**config.mk**
```make
export PLATFORM = sky130hd
export DESIGN_NAME = hazard_ctrl
export DESIGN_NICKNAME = d
export VERILOG_FILES = /design/src/rtl/mips_pkg.sv /design/src/rtl/fwd_sel.sv /design/src/rtl/hazard_ctrl.sv
export SDC_FILE = /design/constraint.sdc
export NUM_CORES = 1
export LEC_CHECK = 0
export ABC_AREA = 1
export BUFFER_PORTS_ARGS = -buffer_cell sky130_fd_sc_hd__buf_2
export CAP_MARGIN = 20
export CORE_MARGIN = 3
export CORE_UTILIZATION = 54
export CTS_BUF_LIST = sky130_fd_sc_hd__clkbuf_4 sky130_fd_sc_hd__clkbuf_8
export CTS_CLUSTER_SIZE = 14
export DETAILED_ROUTE_END_ITERATION = 12
export HOLD_SLACK_MARGIN = 0.15
export PLACE_DENSITY = 0.86
export SYNTH_ARGS = -nofsm -noshare
export SYNTH_HDL_FRONTEND = slang
export SYNTH_SLANG_ARGS = --single-unit
```
**constraint.sdc**
```tcl
create_clock -name clk -period 2.2 [get_ports clk]
set_input_delay 0.11 -clock clk [delete_from_list [all_inputs] [get_ports clk]]
set_output_delay 0.11 -clock clk [all_outputs]
set_load 0.01 [all_outputs]
```
**src/rtl/mips_pkg.sv**
```systemverilog
// rtl/mips_pkg.sv - MIPS opcode/funct constants and forward-select encodings
package mips_pkg;

  localparam logic [5:0] OP_RTYPE    = 6'h00;
  localparam logic [5:0] OP_LW       = 6'h23;
  localparam logic [5:0] OP_BEQ      = 6'h04;

  localparam logic [5:0] FUNCT_MULT  = 6'h18;
  localparam logic [5:0] FUNCT_MULTU = 6'h19;
  localparam logic [5:0] FUNCT_MFHI  = 6'h10;
  localparam logic [5:0] FUNCT_MFLO  = 6'h12;
  localparam logic [5:0] FUNCT_JR    = 6'h08;
  localparam logic [5:0] FUNCT_ADD   = 6'h20;

  localparam logic [1:0] FWD_RF  = 2'b00;
  localparam logic [1:0] FWD_WB  = 2'b01;
  localparam logic [1:0] FWD_MEM = 2'b10;

  function automatic logic is_mult(input logic [5:0] op, input logic [5:0] funct);
    return (op == OP_RTYPE) && (funct == FUNCT_MULT || funct == FUNCT_MULTU);
  endfunction

  // Anything that touches HI/LO: must wait out a multiply still in flight.
  function automatic logic uses_hilo(input logic [5:0] op, input logic [5:0] funct);
    return is_mult(op, funct) ||
           ((op == OP_RTYPE) && (funct == FUNCT_MFHI || funct == FUNCT_MFLO));
  endfunction

endpackage

```
**src/rtl/fwd_sel.sv**
```systemverilog
// rtl/fwd_sel.sv - M/W priority forward-select comparator for one E-stage source
module fwd_sel
  import mips_pkg::*;
(
  input  logic [4:0] src,
  input  logic [4:0] waM,
  input  logic [4:0] waW,
  input  logic       we_regM,
  input  logic       we_regW,
  output logic [1:0] sel
);

  always_comb begin
    sel = FWD_RF;
    if (we_regW && (waW != 5'd0) && (waW == src)) sel = FWD_WB;
    if (we_regM && (waM != 5'd0) && (waM == src)) sel = FWD_MEM;
  end

endmodule

```
**src/rtl/hazard_ctrl.sv**
```systemverilog
// rtl/hazard_ctrl.sv - stall/flush/forwarding control and multiplier sequencing
module hazard_ctrl
  import mips_pkg::*;
#(
  parameter int MULT_LAT = 2,
  parameter int CNT_W    = 32
) (
  input  logic             clk,
  input  logic             rst,
  input  logic [31:0]      instrD,
  input  logic [31:0]      instrE,
  input  logic [4:0]       rf_wa_rdtE,
  input  logic [4:0]       rf_wa_rdtM,
  input  logic [4:0]       rf_wa_rdtW,
  input  logic             we_regE,
  input  logic             we_regM,
  input  logic             we_regW,
  input  logic             dm2regE,
  input  logic             dm2regM,
  input  logic             sf2regM,
  input  logic             branchD,
  input  logic             jrD,
  output logic             StallF,
  output logic             StallD,
  output logic             FlushE,
  output logic             fordAD,
  output logic             fordBD,
  output logic [1:0]       fordAE,
  output logic [1:0]       fordBE,
  output logic             fordMultM,
  output logic             mult_busy,
  output logic [CNT_W-1:0] stall_cnt,
  output logic [CNT_W-1:0] flush_cnt
);

  localparam logic [3:0] LAT = 4'(MULT_LAT);

  logic [4:0]       w_rsD, w_rtD, w_rsE, w_rtE;
  logic             w_multE, w_hiloD;
  logic             w_lw_stall, w_br_stall, w_mul_stall, w_stall;
  logic             w_e_rs, w_e_rt, w_m_rs, w_m_rt;
  logic [1:0]       w_fae, w_fbe;
  logic             w_unused;
  logic [3:0]       r_cnt;
  logic [CNT_W-1:0] r_stall_cnt, r_flush_cnt;

  assign w_rsD = instrD[25:21];
  assign w_rtD = instrD[20:16];
  assign w_rsE = instrE[25:21];
  assign w_rtE = instrE[20:16];
  assign w_unused = ^{instrD[15:6], instrE[15:6]};

  assign w_multE = is_mult(instrE[31:26], instrE[5:0]);
  assign w_hiloD = uses_hilo(instrD[31:26], instrD[5:0]);

  fwd_sel u_fwd_a (
    .src(w_rsE), .waM(rf_wa_rdtM), .waW(rf_wa_rdtW),
    .we_regM(we_regM), .we_regW(we_regW), .sel(w_fae)
  );

  fwd_sel u_fwd_b (
    .src(w_rtE), .waM(rf_wa_rdtM), .waW(rf_wa_rdtW),
    .we_regM(we_regM), .we_regW(we_regW), .sel(w_fbe)
  );

  assign w_e_rs = we_regE & (rf_wa_rdtE != 5'd0) & (rf_wa_rdtE == w_rsD);
  assign w_e_rt = we_regE & (rf_wa_rdtE != 5'd0) & (rf_wa_rdtE == w_rtD);
  assign w_m_rs = dm2regM & (rf_wa_rdtM != 5'd0) & (rf_wa_rdtM == w_rsD);
  assign w_m_rt = dm2regM & (rf_wa_rdtM != 5'd0) & (rf_wa_rdtM == w_rtD);

  assign w_lw_stall  = dm2regE & (rf_wa_rdtE != 5'd0) &
                       ((rf_wa_rdtE == w_rsD) | (rf_wa_rdtE == w_rtD));
  // jr reads only rs, so rt hazards matter for beq alone.
  assign w_br_stall  = (branchD | jrD) &
                       (w_e_rs | w_m_rs | (branchD & (w_e_rt | w_m_rt)));
  assign w_mul_stall = w_hiloD & (w_multE | (r_cnt != 4'd0));
  assign w_stall     = w_lw_stall | w_br_stall | w_mul_stall;

  assign StallF    = rst & w_stall;
  assign StallD    = rst & w_stall;
  assign FlushE    = rst & w_stall;
  assign fordAE    = rst ? w_fae : FWD_RF;
  assign fordBE    = rst ? w_fbe : FWD_RF;
  assign fordAD    = rst & we_regM & (rf_wa_rdtM != 5'd0) & (rf_wa_rdtM == w_rsD);
  assign fordBD    = rst & we_regM & (rf_wa_rdtM != 5'd0) & (rf_wa_rdtM == w_rtD);
  assign fordMultM = rst & sf2regM;
  assign mult_busy = rst & ((r_cnt != 4'd0) | w_multE);
  assign stall_cnt = r_stall_cnt;
  assign flush_cnt = r_flush_cnt;

  // Back-to-back mults are held in D, so a reload never races a decrement.
  always_ff @(posedge clk or negedge rst) begin
    if (!rst) begin
      r_cnt <= 4'd0;
    end else if (w_multE) begin
      r_cnt <= LAT;
    end else if (r_cnt != 4'd0) begin
      r_cnt <= r_cnt - 4'd1;
    end
  end

  always_ff @(posedge clk or negedge rst) begin
    if (!rst) begin
      r_stall_cnt <= '0;
      r_flush_cnt <= '0;
    end else begin
      if (StallD && (r_stall_cnt != '1)) r_stall_cnt <= r_stall_cnt + 1'b1;
      if (FlushE && (r_flush_cnt != '1)) r_flush_cnt <= r_flush_cnt + 1'b1;
    end
  end

endmodule

```
; Yosys cells after proc, flatten, opt, wreduce, memory -nomap -nowiden
; Index checks and enable logic that the tools add are counted.
[op_classes]
addsub = 3
multipliers = 0
div_mod_pow = 0
n_lt_le_gt_ge = 0
n_eq_ne = 16
shift = 0
mux = 8
n_bitwise = 26
n_reduce_logical = 22
[ops]
columns = op, n
row1 = $add 32x1->32 const B, 2
row2 = $ne 32x32->1 const B, 2
row3 = $eq 5x5->1, 8
row4 = $eq 6x5->1 const B, 6
row5 = $and 1x1->1, 18
row6 = $reduce_bool 5->1, 3
row7 = $logic_not 6->1, 2
row8 = $logic_and 1x1->1, 11
row9 = $mux 2, 4
row10 = $mux 4, 2
row11 = $or 1x1->1, 8
row12 = $logic_or 1x1->1, 4
row13 = $reduce_bool 4->1, 1
row14 = $sub 4x1->4 const B, 1
row15 = $mux 1, 2
row16 = $reduce_bool 2->1, 1
[word_totals]
ff_bits = 68
latch_bits = 0
ram_bits = 0
mem_bits_ro = 0
input_bits = 89
output_inout_bits = 75
wordCells = 78
memories = 0

; Logic depth before layout (Yosys ltp)
; Gate-level depths: netlist of run 1.
[depth]
word_depth = 11
ltp_mapped = 15
depth_no_buf = 13

; Modules after synthesis
; A second synthesis of run 1 with hierarchy kept.
[hier_totals]
cells_unflattened = 878
hier_area_um2 = 5589.1
[modules_own_cells]
columns = mod, instances, cells_per_inst, area_each_um2
row1 = hazard_ctrl, 1, 778, 5161.2
row2 = fwd_sel, 2, 50, 214.0

; Least setup slack after synthesis of run 1
; No wires, ideal clock.
[synth_path]
path_kind = register to register
from = register r_flush_cnt[0], in the netlist flush_cnt[0]
to = register r_flush_cnt[10], in the netlist flush_cnt[10]
setup_ps = 117
arrival_ps = 1709
setup_slack_ps = 373
path_stages_with_launch = 10
period_less_slack_ps = 1827
path_cell_list = dfrtp_1 -> ha_1 -> nand3_2 -> nor2_2 -> nand2_2 -> nor2_4 -> nand4_2 -> clkbuf_1 -> nand4_1 -> nand2_1
[synth_between]
elab_chain_len = 2
word_cells_on_any_way = 3
[synth_lines]
columns = element, line
row1 = "start, declared", hazard_ctrl.sv:45  ; logic [CNT_W-1:0] r_stall_cnt, r_flush_cnt;
row2 = "start signal, assigned", hazard_ctrl.sv:108  ; if (FlushE && (r_flush_cnt != '1)) r_flush_cnt <= r_flush_cnt + 1'b1;
row3 = branches (longest 2 deep; another with $add 32x1->32), n/a
; Parallel ways; which one is timed is not known.
; A chain may end at the register's enable or synchronous reset.

; Worst setup path in the final report of run 1
[layout_path]
from = register r_flush_cnt[1], in the netlist flush_cnt[1]
to = register r_flush_cnt[27], in the netlist flush_cnt[27]
; The elaborated chain is that of the path after synthesis.

==> run metrics, run 1 <==
Worst R2R Start=flush_cnt[1]; Antenna Nets Post-Route=0; Reg clk slew, reported paths=0.08 ns; Crit Path Max Fanout=30; unrepaired setup endpoints after global routing=no; initial antenna violation count=0; Final Instance Area=6650 um^2; Ports=164; Total Routing Usage GR=27.9%; max-slew violations=0; CP endpoint kind=flop; number of synthesized flops with an enable pin=0; final cell count without fillers=1116; outcome=completed; Vias=6041; dominant synthesized flop cell=dfrtp_1; Netlist cell types=35; Synth area leaders=dfrtp_1 (31%), nand2_1 (22%), nand4_1 (8.9%); Worst R2R Path Depth=10; placed insts=1095; Port Buffer Count=142; Iteration-0 DRC Markers=378; CP Class=flop to flop; Reg2Reg Setup Slack=0.15 ns; Crit-path slowest cell=dfrtp_1; post-synthesis compound-gate area fraction=1.82%; max_slew headroom=67.6%; area leader, netlist=dfrtp_1; die span in y=106 um; Placement Rows=35; TritonCTS clock tree=done; WP data required=2.49 ns; post-synthesis sequential area ratio=31.3%; RePlAce Congestion=0.957; Worst Path Arrival=2.34 ns; critical-path cell list=ha_1 > nand3_2 > nor2_2 > nand2_2 > nor2_4 > nand4_4 > nand3_2 > buf_12 > nand2_1 > nand2_1; dpl hpwl=11600 um; fin crit share=93.3%; worst-case clock buffer depth=2; Least-Margin Pin Slew=0.480 ns; htree depth=3; final WL=15500 um; mux contribution to synthesized area=0%; Layout Skew=0.0146 ns; Initial Utilization=57.2%; vias in the first global route=5590; TritonCTS buffer count=9; asr flop ratio synth=100%; Period minus WS final=2.05 ns; synthesized-area fraction occupied by adder cells=0.920%; largest net degree at the start of global routing=76; pwr/cell area=498 nW/um^2; global route overflow=0; FF-to-FF End=flush_cnt[27]; fmax=0.487 GHz; Post-Syn Area=5440 um^2; Die ar.=11300 um^2; setup TNS=0 ns; syn nets=928; CTS Root Cell=clkbuf_8; count leader, synth=nand2_1; share of cells above drive strength 1=21.7%; Area Overhead vs Synth=22.3%; max_cap viols=0; WL per Instance=13.9 um; placement-stage cell area=6320 um^2; Avg Cell Area, Syn=6.51 um^2; Worst VDD drop=0.696 mV; Antenna Cells=0; Final Hold Vio Count=0; Cells after Synth=835; fill cell count=855; first-pass GRT wire length=26100 um; Core ar.=9500 um^2; final core occ=70.0%; vias per cell=5.41; synth warn=0; Synth top area share=31.3%; Worst setup SP type=flop; Final Net Count=1076; Seq cells post-synth=68; Leak=3.65 nW; Synth top cells by count=nand2_1 (314), nor2_1 (94), nand4_1 (77); Worst-Skew Late Latency=0.35 ns; Die Width=106 um; combinational family with the most area after synthesis=simple AND/OR/NAND/NOR gates; worst min path class=primary input to async pin; Synth Area in Simple Gates=46.2%; clk sinks=68; slowest stage delay, CP=0.41 ns; Synth Area in XOR/XNOR=11.3%; Post-route DRC=0; Hold Slack=0.197 ns; Pre-antenna DRT Iters=5; setup violators final=0
[metrics by stage]
stage	power, mW	setup slack (ns)
2_1_floorplan	1.87	0.373
3_3_place_gp	2.11	0.154
3_5_place_dp	2.14	0.0979
4_1_cts	3.30	0.0181
5_1_grt	3.50	0.00865
6_report	3.31	0.148
[cell type report]
type | instances | area (um^2) | area share (%)
repair buffers | 168 | 986 | 14.8
multi-input cells | 660 | 3300 | 49.7
flip-flops and latches | 68 | 1700 | 25.6
well taps | 129 | 161 | 2.43
clock inverters | 6 | 88.8 | 1.34
inverters | 76 | 285 | 4.29
clock buffers | 9 | 124 | 1.86
[repair_timing]
item,4_1_cts,5_1_grt
setup endpoints to repair,3,52
buffers inserted,3,1
cloned,1,0
hold buffers,1,0
pin swaps,1,1
resized for setup,3,7
hold endpoints to repair,68,0
[state kept, by name, summed over array words and instances (netlist names)]
| name | cells |
|---|---|
| flush_cnt | 32 |
| stall_cnt | 32 |
| r_cnt | 4 |
[where the power goes]
part | switching (mW) | leakage, nW | total (mW) | internal [mW]
Clock | 0.500 | 0.102 | 1.13 | 0.633
Combinational | 0.436 | 2.62 | 0.755 | 0.319
Sequential | 0.0883 | 0.935 | 1.42 | 1.33
[critical path: cells and delay by family (launching register included)]
kind	cells	cell delay [ns]
buf+inv	1	0.18
fa+ha+maj	1	0.25
flops	1	0.41
simple gates	8	1.15
[how the worst max path moves through the flow]
| stage | slack, ns | startpoint | end | cells past startpoint |
|---|---|---|---|---|
| 2_1_floorplan | 0.37 | flush_cnt[0] | flush_cnt[10] | 9 |
| 3_3_place_gp | 0.15 | flush_cnt[1] | flush_cnt[6] | 9 |
| 3_5_place_dp | 0.1 | flush_cnt[1] | flush_cnt[24] | 10 |
| 4_1_cts | 0.02 | r_cnt[0] | stall_cnt[5] | 12 |
| 5_1_grt | 0.009 | r_cnt[0] | FlushE | 11 |
| 6_report | 0.15 | flush_cnt[1] | flush_cnt[27] | 10 |
[routing by layer]
metal / vias up / wire length, um / GRT usage [%]
met3: 35 / 949 / 4.49
met4: 0 / 466 / 10.5
met5: - / 0 / 0
met2: 235 / 7550 / 46.7
met1: 2773 / 6540 / 36.0
li1: 2998 / - / -
[cell families (layout without fill, tap and decap cells)]
logic type | count (synthesis) | in the layout
simple gates | 570 | 570
compound gates | 16 | 16
xor+xnor | 70 | 70
flops | 68 | 68
fa+ha+maj | 4 | 4
buf+inv | 107 | 259
[layout by cell type (no fill, tap or decap), types with 4 or more instances in the layout]
master / Yosys / final
nand4_1: 77 / 77
buf_12: 0 / 4
inv_2: 11 / 13
ha_1: 4 / 4
dfrtp_1: 68 / 68
inv_1: 64 / 62
nor3_1: 25 / 25
clkbuf_8: 0 / 9
nor2_2: 3 / 4
buf_2: 11 / 141
buf_4: 2 / 21
nor2_1: 94 / 93
nand3_1: 33 / 33
xnor2_1: 32 / 32
xor2_1: 38 / 38
nand2_1: 314 / 314
a21oi_1: 7 / 5
or2_2: 5 / 5
nand3b_1: 6 / 6
No activity file was read; power rests on OpenSTA's default activity.
==> run 2, diff against run 1 <==
--- a/config.mk
+++ b/config.mk
@@ -14,7 +14,7 @@
 export CTS_CLUSTER_SIZE = 14
 export DETAILED_ROUTE_END_ITERATION = 12
 export HOLD_SLACK_MARGIN = 0.15
-export PLACE_DENSITY = 0.86
+export PLACE_DENSITY = 0.9
 export SYNTH_ARGS = -nofsm -noshare
 export SYNTH_HDL_FRONTEND = slang
 export SYNTH_SLANG_ARGS = --single-unit
==> run metrics, run 2 (synthesis gave the netlist of run 1 again) <==
final cell count without fillers=1114 (-0.18%); CP Class=flop to flop; CTS Root Cell=clkbuf_8; post_cts resized=0 (-3); largest net degree at the start of global routing=56 (-26%); Psw=989 uW (-3.5%); Port Buffer Count=142 (unchanged); RePlAce Congestion=0.937 (-2.1%); max_cap viols=0 (unchanged); fill cell count=839 (-1.9%); register share of total power=46.5% (+3.5 points); global route overflow=0 (unchanged); TritonCTS clock tree=done; Die Width=106 um (unchanged); Worst Path Arrival=2.28 ns (-0.06 ns); placed insts=1097 (+0.18%); Hold Slack=0.150 ns (-0.0470 ns); first-pass GRT wire length=24500 um (-6.1%); Crit path top cell by count=nand2_1; Ports=164 (unchanged); Placement Setup Slack=0.237 ns (+0.139 ns); Vias=5959 (-1.4%); max-slew violations=0 (unchanged); Placement Rows=35 (unchanged); outcome=completed; switching part of the total power=32.4% (+1.5 points); Worst R2R Path Depth=10 (unchanged); share of cells above drive strength 1=21.0% (-0.67 points); Period minus WS final=2.04 ns (-0.0125 ns); unrepaired setup endpoints after global routing=no; Final Net Count=1074 (-0.19%); Die ar.=11300 um^2 (unchanged); Worst VDD drop=0.610 mV (-12%); clk sinks=68 (unchanged); setup TNS=0 ns (unchanged); multi-input logic area=3280 um^2 (-0.80%); Final Hold Vio Count=0 (unchanged); M1 WL=6310 um (-3.6%); critical-path cell list=ha_1 > inv_1 > nor2_1 > nand2_1 > nor3b_1 > o211ai_1 > nor2_1 > nand3_1 > nand2_1 > nand2_1; fmax=0.490 GHz (+0.61%); Final Instance Area=6510 um^2 (-2.1%); Leak=3.60 nW (-1.3%); CP endpoint kind=flop; Crit Path Max Fanout=5 (-83%); setup violators final=0 (unchanged); Worst-Skew Late Latency=0.35 ns (about the same); CP delay by family, top=simple AND/OR/NAND/NOR gates; Total Routing Usage GR=26.2% (-1.7 points); Crit-path slowest cell=dfrtp_1; max_slew headroom=59.6% (-7.9 points); top sig layer=met4; sequential cell area=1700 um^2 (unchanged); Pint=2.06 mW (-10%); Area Overhead vs Synth=19.7%; commonest non-fill, non-tap cells in the layout=nand2_1 (314), buf_2 (141), nor2_1 (94), nand4_1 (77), dfrtp_1 (68); vias in the first global route=5406 (-3.3%); Worst path depth=10 (unchanged); Clock power frac=30.2% (-4.0 points); Reg clk slew, reported paths=0.08 ns (about the same); Initial Utilization=57.2% (unchanged); Least-Margin Pin Slew=0.605 ns (+0.125 ns); Layout Skew=0.00907 ns (-0.00553 ns); placement-stage cell area=6330 um^2 (about the same); vias per cell=5.35 (-1.2%); dpl hpwl=11600 um (-0.39%); wire length on met2=7230 um (-4.2%); worst min path class=primary input to async pin; final WL=14800 um (-4.4%); Antenna Cells=0 (unchanged); Post-route DRC=0 (unchanged); Gate power share=23.4% (+0.6 points); die span in y=106 um (unchanged); Iteration-0 DRC Markers=340 (-10%); Pre-antenna DRT Iters=5 (unchanged); Core ar.=9500 um^2 (unchanged); WL per Instance=13.3 um (-4.3%); WP buf/inv=1 (unchanged); Antenna Nets Post-Route=0 (unchanged); TritonCTS buffer count=9 (unchanged); htree depth=3 (unchanged); WP data required=2.44 ns (-0.05 ns); initial antenna violation count=0 (unchanged); Worst setup SP type=flop; worst-case clock buffer depth=2 (unchanged); fin crit share=92.7% (-0.57 points); met3 routed WL=1020 um (+7.4%); pwr/cell area=468 nW/um^2 (-5.9%); final worst slack=0.160 ns (+0.0125 ns); most common cell after layout, fill and taps aside=nand2_1; slowest stage delay, CP=0.42 ns (about the same)
-- run 2: area by class of cell --
cell class | count | area share (%)
Clock buffer | 12 | 2.25
Clock inverter | 3 | 0.231
Inverter | 76 | 4.38
Multi-Input combinational cell | 660 | 50.3
Sequential cell | 68 | 26.2
Tap cell | 129 | 2.48
Timing Repair Buffer | 166 | 14.2
-- run 2: worst reg2reg max path, cell delays in order (launching register included) --
cell      delay (ns)
dfrtp_1         0.42
ha_1            0.28
inv_1           0.09
nor2_1          0.15
nand2_1         0.17
nor3b_1         0.29
o211ai_1        0.14
nor2_1          0.16
nand3_1         0.10
nand2_1         0.09
nand2_1         0.05
-- run 2: power by group through the flow --
| stage | clock network, mW | logic, mW | registers, mW |
|---|---|---|---|
| 2_1_floorplan | 0 | 0.411 | 1.45 |
| 3_3_place_gp | 0 | 0.678 | 1.44 |
| 3_5_place_dp | 0 | 0.704 | 1.44 |
| 6_report | 0.920 | 0.712 | 1.42 |
| 5_1_grt | 0.981 | 0.809 | 1.43 |
| 4_1_cts | 0.931 | 0.709 | 1.41 |
-- run 2: layer usage --
layer	vias up	GRT usage, %
li1	2982	-
met1	2742	34.3
met2	209	43.4
met3	26	5.10
met4	0	8.60
met5	-	0
-- run 2: final timing paths --
check,from,end,slack (ns)
hold reg to reg,r_cnt[0],r_cnt[0],0.50
min in group clk,instrE[1],r_cnt[1],0.33
setup reg to reg,stall_cnt[0],stall_cnt[26],0.16
max in group asynchronous,rst,flush_cnt[15],1.00
hold / removal,rst,flush_cnt[4],0.15
setup / recovery,stall_cnt[0],stall_cnt[26],0.16
-- run 2: timing repair --
action                                 4_1_cts  5_1_grt
setup endpoints to repair                    0        3
endpoints found under the hold margin       57        0
buffers inserted                             0        1
hold buffers                                 1        0
-- run 2: through the flow --
stage          power (mW)  util, %
2_1_floorplan        1.87        -
3_3_place_gp         2.11     66.6
3_5_place_dp         2.14     66.6
4_1_cts              3.05     68.4
5_1_grt              3.22     68.5
6_report             3.05     68.5
==> run 3, diff against run 2 <==
==> constraint.sdc (replaced) <==
create_clock -name clk -period 2.3 [get_ports clk]
set_input_delay 0.115 -clock clk [delete_from_list [all_inputs] [get_ports clk]]
set_output_delay 0.115 -clock clk [all_outputs]
set_load 0.01 [all_outputs]
==> run metrics, run 3 (synthesis gave the netlist of run 1 again) <==
max_slew headroom=53.6% (-6.0 points); Vias=6000 (+0.69%); RePlAce Congestion=0.963 (+2.8%); initial antenna violation count=0 (unchanged); Post-CTS Setup Bufs=0 (unchanged); fin crit share=92.5%; WL per Instance=13.4 um (+0.89%); Die ar.=11300 um^2 (unchanged); WP data required=2.18 ns (-0.26 ns); TritonCTS buffer count=9 (unchanged); Final Net Count=1069 (-0.47%); setup TNS=0 ns (unchanged); Ports=164 (unchanged); Pre-antenna DRT Iters=5 (unchanged); commonest non-fill, non-tap cells in the layout=nand2_1 (314), buf_2 (141), nor2_1 (94), nand4_1 (77), dfrtp_1 (68); Pint=2.34 mW (+14%); Least-Margin Pin Slew=0.695 ns (+0.0901 ns); Worst setup SP type=flop; Die Width=106 um (unchanged); Worst-Skew Late Latency=0.35 ns (about the same); dpl hpwl=11500 um (-0.85%); Final Hold Vio Count=0 (unchanged); max_cap viols=0 (unchanged); outcome=completed; Gate power share=20.5% (-2.9 points); switching part of the total power=28.8% (-3.7 points); final WL=14900 um (+0.53%); Reg clk slew, reported paths=0.07 ns (about the same); CP Class=flop to primary output; unrepaired setup endpoints after global routing=no; Final Instance Area=6560 um^2 (+0.85%); htree depth=3 (unchanged); first-pass GRT wire length=24700 um (+0.93%); placement-stage cell area=6300 um^2 (-0.47%); Placement Rows=35 (unchanged); clk sinks=68 (unchanged); Layout Skew=0.0105 ns (+0.00144 ns); largest net degree at the start of global routing=80 (+43%); Area Overhead vs Synth=20.7%; setup violators final=0 (unchanged); vias in the first global route=5374 (-0.59%); share of cells above drive strength 1=20.7% (-0.32 points); pwr/cell area=501 nW/um^2 (+6.9%); post_cts resized=0 (unchanged); Port Buffer Count=142 (unchanged); Crit Path Max Fanout=6 (+1); Initial Utilization=57.2% (unchanged); CTS Root Cell=clkbuf_8; CP endpoint kind=primary output; fill cell count=842 (+0.36%); Worst VDD drop=0.516 mV (-15%); Worst Path Arrival=2.01 ns (-0.27 ns); most common cell after layout, fill and taps aside=nand2_1; worst min path class=primary input to flop; Antenna Nets Post-Route=0 (unchanged); Core ar.=9500 um^2 (unchanged); Psw=945 uW (-4.4%); worst-case clock buffer depth=2 (unchanged); Total Routing Usage GR=26.4% (+0.19 points); TritonCTS clock tree=done; global route overflow=0 (unchanged); Antenna Cells=0 (unchanged); Iteration-0 DRC Markers=340 (unchanged); register share of total power=41.3% (-5.2 points); vias per cell=5.41 (+1.1%); Post-route DRC=0 (unchanged); fmax=0.470 GHz; Clock power frac=38.2% (+8.0 points); Period minus WS final=2.13 ns; die span in y=106 um (unchanged); Leak=3.62 nW (+0.30%); max-slew violations=0 (unchanged)
-- run 3: cell types whose count changed in the layout (fill, tap and decap cells not counted) --
cell,before,now
clkbuf_8,9,11
clkinv_2,3,1
buf_4,22,17
clkbuf_4,3,1
bufinv_16,0,3
-- run 3: per-layer routing --
| metal | part of all wire (%) | routed length, um | track usage, % | vias up |
|---|---|---|---|---|
| li1 | - | - | - | 2978 |
| met3 | 6.5 | 967 | 4.55 | 29 |
| met4 | 2.0 | 295 | 8.33 | 0 |
| met1 | 43 | 6360 | 33.4 | 2762 |
| met2 | 49 | 7270 | 45.7 | 231 |
| met5 | 0 | 0 | 0 | - |
-- run 3: path summary, 6_finish.rpt --
check | startpoint | to | slack, ns | cells past startpoint
max in group asynchronous | rst | flush_cnt[20] | 1.31 | 3
min in group asynchronous | rst | flush_cnt[1] | 0.36 | 3
worst min register to register | r_cnt[0] | r_cnt[0] | 0.50 | 1
worst min-delay path | instrE[3] | r_cnt[2] | 0.33 | 8
worst max-delay path | r_cnt[0] | FlushE | 0.17 | 10
worst max register to register | flush_cnt[1] | flush_cnt[20] | 0.19 | 10
-- run 3: power groups by stage --
stage	sequential (mW)	clock, mW	combinational (mW)
floorplan	1.39	0	0.393
global placement	1.37	0	0.646
detailed placement	1.38	0	0.669
CTS	1.36	1.27	0.674
global route	1.37	1.33	0.765
finish	1.36	1.25	0.674
-- run 3: area by class of cell --
cell class | count | area, um^2 | share of cell area [%]
multi-input combinational | 660 | 3280 | 49.9
sequential | 68 | 1700 | 25.9
timing repair buffer | 161 | 883 | 13.5
inverter | 76 | 285 | 4.35
tap | 129 | 161 | 2.46
clock buffer | 12 | 159 | 2.42
clock inverter | 4 | 95.1 | 1.45
-- run 3: what timing repair did --
item | in CTS | in global routing
setup endpoints to repair | 0 | 0
hold buffers | 1 | 0
hold endpoints to repair | 68 | 0
-- run 3: critical path, stage by stage (launching register included) --
cell,delay [ns]
dfrtp_1,0.39
inv_1,0.10
ha_1,0.16
nand2_1,0.07
nor2_1,0.12
a21oi_1,0.13
a21oi_1,0.17
nand3_2,0.22
nand2_1,0.12
inv_1,0.06
buf_2,0.14
-- run 3: per-stage QoR --
| step | power [mW] | cells | setup slack [ns] | hold slack, ns | util [%] |
|---|---|---|---|---|---|
| 3_3_place_gp | 2.02 | 1093 | 0.335 | 0.190 | 66.3 |
| 5_1_grt | 3.46 | 1110 | 0.0383 | 0.383 | 69.0 |
| 3_5_place_dp | 2.05 | 1093 | 0.264 | 0.190 | 66.3 |
| 2_1_floorplan | 1.78 | 835 | 0.473 | -0.181 | - |
| 4_1_cts | 3.30 | 1110 | 0.183 | 0.332 | 69.0 |
| 6_report | 3.28 | 1110 | 0.172 | 0.332 | 69.0 |
